## config.mk

```make
export PLATFORM = sky130hd
export DESIGN_NAME = gerador_paridade_par_tx
export DESIGN_NICKNAME = d
export VERILOG_FILES = /design/src/rtl/gerador_paridade_par_tx.sv
export SDC_FILE = /design/constraint.sdc
export NUM_CORES = 1
export LEC_CHECK = 0
export CAP_MARGIN = 10
export CELL_PAD_IN_SITES_DETAIL_PLACEMENT = 1
export CELL_PAD_IN_SITES_GLOBAL_PLACEMENT = 1
export CORE_MARGIN = 5
export CORE_UTILIZATION = 39
export CTS_CLUSTER_DIAMETER = 60
export DETAILED_ROUTE_END_ITERATION = 7
export GPL_TIMING_DRIVEN = 0
export PLACE_DENSITY_LB_ADDON = 0.25
export SYNTH_ARGS = -nofsm -noshare
export SYNTH_HDL_FRONTEND = slang
export SYNTH_SLANG_ARGS = --single-unit
```

## constraint.sdc

```tcl
create_clock -name clk -period 1.6 [get_ports clk]
set_input_delay 0.48 -clock clk [delete_from_list [all_inputs] [get_ports clk]]
set_output_delay 0.48 -clock clk [all_outputs]
set_load 0.05 [all_outputs]
```

## src/rtl/gerador_paridade_par_tx.sv

```systemverilog
// gerador_paridade_par_tx: LSB-first serial transmitter that appends an even-parity bit per word.
// Optional START_BIT_EN macro inserts a 0 start bit (not counted in the parity) before the data bits.
module gerador_paridade_par_tx #(
  parameter int DATA_W = 8
) (
  input  logic              clk,
  input  logic              reset,
  input  logic              in_valid,
  input  logic [DATA_W-1:0] data_in,
  output logic              ready,
  output logic              out_bit,
  output logic              out_valid,
  output logic              frame_end
);
  localparam int CW = (DATA_W > 1) ? $clog2(DATA_W) : 1;
  localparam logic [CW-1:0] LAST = CW'(DATA_W - 1);
  typedef enum logic [1:0] {IDLE, START, DATA, PARITY} state_t;
`ifdef START_BIT_EN
  localparam state_t FIRST = START;
`else
  localparam state_t FIRST = DATA;
`endif
  state_t            state;
  logic [DATA_W-1:0] shreg;
  logic [CW-1:0]     cnt;
  logic              par;
  assign ready     = (state == IDLE) || (state == PARITY);
  assign out_valid = (state != IDLE);
  assign frame_end = (state == PARITY);
  assign out_bit   = (state == DATA) ? shreg[0] : (state == PARITY) ? par : 1'b0;
  always_ff @(posedge clk or posedge reset) begin
    if (reset) begin
      state <= IDLE;
      shreg <= '0;
      cnt   <= '0;
      par   <= 1'b0;
    end else if (in_valid && ready) begin
      state <= FIRST;
      shreg <= data_in;
      cnt   <= '0;
      par   <= 1'b0;
    end else begin
      case (state)
        START:  state <= DATA;
        DATA: begin
          shreg <= shreg >> 1;
          par   <= par ^ shreg[0];
          cnt   <= (cnt == LAST) ? '0 : cnt + CW'(1);
          state <= (cnt == LAST) ? PARITY : DATA;
        end
        PARITY: state <= IDLE;
        default: state <= IDLE;
      endcase
    end
  end
endmodule
```

# Word level (Yosys, flattened, before mapping)
# Cells that the tools add are included.
# op_classes
addsub,1
n_bitwise,1
n_eq_ne,4
n_reduce_logical,5
muxes,12
# op_table
cell,count
8-bit two-way mux,2
3-bit two-way mux,3
1-bit two-way mux,5
"2-bit equality test, second input constant",2
2-bit one-hot mux with 2 select lines,1
2-bit nonzero test,2
"3-bit by 1-bit adder with 3-bit output, second input constant",1
"3-bit equality test, second input constant",1
"2-bit by 1-bit equality test with 1-bit output, second input constant",1
2-bit zero test,1
2-bit two-way mux,1
1-bit logical AND,1
1-bit logical OR,1
1-bit bitwise XOR,1
# word_totals
ff_bits,14
inputBits,11
elab_cells,27
output_inout_bits,4

# Logic depth before layout (Yosys ltp)
# depth
word_depth,4
mapped_depth,6
depth_no_buf,4

# Worst setup path after synthesis
# OpenSTA, ideal clock, no wires.
# synth_timing
path_kind,reg2out
startpoint,register state[0]
endpoint,output out_bit
arrival_ns,1.342
required_time_ns,1.120
path_stages_with_launch,7
path_slack_ns,-0.222
path_buffers,2
cell_sequence,dfrtp_1 inv_1 ha_1 buf_6 buf_12 nand3b_1 nand2_1
# synth_via
elab_chain_cells,3
elab_cells_between_ends,4
classes_between,eq/ne: 2; mux: 2
# synth_lines
element,line,rtl
start: declaration,23,state_t state;
start signal: assignment,49,state <= (cnt == LAST) ? PARITY : DATA;
2-bit equality test,30,assign out_bit = (state == DATA) ? shreg[0] : (state == PARITY) ? par : 1'b0;
1-bit two-way mux,30,
1-bit two-way mux *,30,
end: declaration,11,"output logic out_bit,"
# Every way passes the cells marked *; elsewhere a longest branch is shown, timed or not.

# Worst setup path in the final report
# layout_timing
startpoint,register state[1]
endpoint,output out_bit
# Same word-level chain as after synthesis.

==> results.py <==
metrics = {
    "drt": {
        "maxUsedRoutingLayer": "met4",
        "met1_length_um": 606,
        "route.met3.wl_um": 106,
        "drc": 0,
        "post_drt_wl_per_cell_um": 14.4,
        "routed_wl_um": 1630,
        "drtAntennaViolNets": 0,
        "dr_wl_met2_um": 886,
        "via_count": 524,
        "drtIter0Drc": 1,
        "drtPass1Iterations": 2,
        "vias_per_cell": 4.64,
    },
    "power_and_ir_drop": {
        "internal_power_mw": 1.37,
        "power.density_nw_per_um2": 1950,
        "clockPowerShare_pct": 11.9,
        "pwr-share-comb_pct": 61.2,
        "ir_worst_vdd_mv": 0.871,
        "p_sw_share_pct": 36.3,
        "switchingPower_mw": 0.782,
        "power_mw": 2.15,
        "leakage_nw": 0.544,
        "p_seq_share_pct": 26.9,
    },
    "logic_synthesis": {
        "syn_area_um2": 758,
        "async_flop_share_pct": 100,
        "synthesis.instances": 60,
        "syn_avg_cell_area_um2": 12.6,
        "netlist_top_cells_count": "mux2_2 (15), dfrtp_1 (14), ha_1 (5), inv_1 (5)",
        "synth_seq_cells": 14,
        "ys_types": 20,
        "netlist_top_cells_area": "dfrtp_1 (46%), mux2_2 (22%), ha_1 (8.3%)",
        "synth_ff_type": "dfrtp_1",
        "yosys_warnings": 0,
        "synth_edf_count": 0,
        "synth_fp_nets": 76,
        "synthMostInstantiatedCell": "mux2_2",
        "synth_top_cell_area_share_pct": 46.2,
        "synth_top_area_cell": "dfrtp_1",
        "ys_seq_area_share_pct": 46.2,
    },
    "worst_setup_path": {
        "critPathCapture": "out_bit",
        "r2r-start": "state[1]$_DFF_PP0_",
        "reg2reg_depth": 7,
        "rr_endpoint": "shreg[1]$_DFFE_PP0P_",
        "cp-end-kind": "output port",
        "crit_type": "reg2out",
        "cp-start-kind": "flip-flop",
        "critPathArrivalTime_ps": 1450,
        "startpoint": "state[1]$_DFF_PP0_",
        "cp.required_ps": 1120,
        "r2r_slack_ps": -50,
        "crit_path_max_fanout": 3,
    },
    "die": {
        "dieArea_um2": 2930,
        "pin_count": 15,
        "core_um2": 1900,
        "die_w_um": 54.1,
        "std_cell_rows": 16,
        "die_y_um": 54.1,
        "initial_core_util_pct": 39.9,
    },
    "flow_run": {
        "max_cap_violations": 0,
    },
    "clock_tree": {
        "cts_tree": "built",
        "cts_made_buffers": 3,
        "root_buffer": "clkbuf_4",
        "htree_levels": 1,
        "insertion_delay_ps": 290,
        "cts.sinks": 14,
        "ctsHoldBuffers": 0,
        "clockBufferDepth": 2,
        "cts.clk_slew.worst_paths_ps": 90,
    },
    "worst_hold_path": {
        "hp-class": "in2async",
    },
    "sta": {
        "max_freq_ghz": 0.518,
        "fin_worst_skew_ps": 9.43,
        "slew-limit-headroom_pct": 65.0,
        "min_period_over_period_pct": 121,
        "setup_ws_ps": -331,
        "finalCriticalPeriod_ps": 1930,
        "drv_slew": 0,
        "finalSetupViolations": 12,
        "hold_viol": 0,
        "rsz0062_at_grt": "true",
        "hold_slack_ps": 514,
        "worstMarginPinSlew_ps": 524,
    },
    "layout": {
        "fin_nets": 103,
        "syn2layout_area_growth_pct": 45.5,
        "drive_above_1_share_pct": 52.3,
        "diodes": 0,
    },
    "status": {
        "violations": "setup timing",
        "status": "finished with violations",
    },
    "placement": {
        "place_congestion": 0.650,
        "hpwlAfterDp_um": 1090,
        "port_buffers": 14,
    },
    "grt": {
        "grt_use_total_pct": 13.8,
        "grt_max_degree": 15,
        "grt_pass1_wl_um": 2650,
        "grt_antenna_before_repair": 0,
        "grt_pass1_vias": 563,
        "grt_overflow": 0,
    },
}
-- registers in the layout, summed over array words and instances (netlist names) --
name and count:
state 2, shreg 8, cnt 3, par 1
-- worst max-delay path, stage by stage, from the launching register on --
cell      delay, ps
dfrtp_1         430
ha_4            200
buf_12          120
nand3b_1        180
nand2_4          90
buf_8           140
-- worst min path at each step --
stage | from | endpoint | slack (ps) | depth (start not counted)
6_report | reset | shreg[4]$_DFFE_PP0P_ | 510 | 2
3_3_place_gp | cnt[1]$_DFFE_PP0P_ | cnt[1]$_DFFE_PP0P_ | 510 | 2
2_1_floorplan | reset | cnt[0]$_DFFE_PP0P_ | 370 | 1
4_1_cts | reset | shreg[5]$_DFFE_PP0P_ | 540 | 2
5_1_grt | reset | shreg[5]$_DFFE_PP0P_ | 580 | 2
3_5_place_dp | cnt[1]$_DFFE_PP0P_ | cnt[1]$_DFFE_PP0P_ | 520 | 2
-- power groups by stage --
stage / combinational [mW] / clock [mW] / sequential [mW]
3_3_place_gp: 1.01 / 0 / 0.575
3_5_place_dp: 1.07 / 0 / 0.587
6_report: 1.32 / 0.257 / 0.579
5_1_grt: 1.42 / 0.286 / 0.600
2_1_floorplan: 0.837 / 0 / 0.557
4_1_cts: 1.31 / 0.261 / 0.582
-- timing repair --
item                                    CTS  global route
cloned                                    1             0
pin swaps                                 2             1
resized for setup                        42             0
endpoints found under the setup margin   12            12
setup buffers                             7             1
-- metal layers --
metal	global-route usage (%)	vias up
li1	-	252
met5	0	-
met1	13.7	257
met2	23.6	10
met3	6.65	5
met4	7.47	0
-- layout by cell type (no fill, tap or decap), types with 2 or more instances in the layout --
master / instances
dfrtp_1: 14
ha_1: 2
clkbuf_4: 3
ha_4: 3
clkdlybuf4s50_1: 10
inv_2: 3
buf_8: 3
mux2i_1: 2
buf_4: 8
mux2_2: 15
inv_1: 2
buf_6: 3
nand3b_1: 2
nor2_1: 2
-- layout make-up --
cell class	count	area (um^2)
plain buffers	2	31.3
multi-input cells	38	405
repair buffers	23	228
clock buffers	4	36.3
well taps	27	33.8
inverters	5	18.8
flip-flops and latches	14	350
fillers	190	798
-- kinds of logic after synthesis --
kind of cell	count (synthesis)	share of synthesized area (%)
compound gates	3	3.13
buf+inv	8	7.26
simple gates	13	10.2
flops	14	46.2
fa+ha+maj	5	8.25
mux	17	24.9
-- stage by stage --
| stage | TNS, ps | worst slack [ps] | util, % | area [um^2] | cells |
|---|---|---|---|---|---|
| detailed placement | -2910 | -811 | 49.7 | 945 | 101 |
| global placement | -2510 | -783 | 49.7 | 945 | 101 |
| CTS | -1340 | -353 | 57.6 | 1100 | 112 |
| global route | -1790 | -390 | 58.0 | 1100 | 113 |
| floorplan | -45.8 | -45.8 | - | 771 | 60 |
| finish | -1260 | -331 | 58.0 | 1100 | 113 |
Note: power is estimated with default switching activity, not from simulation.
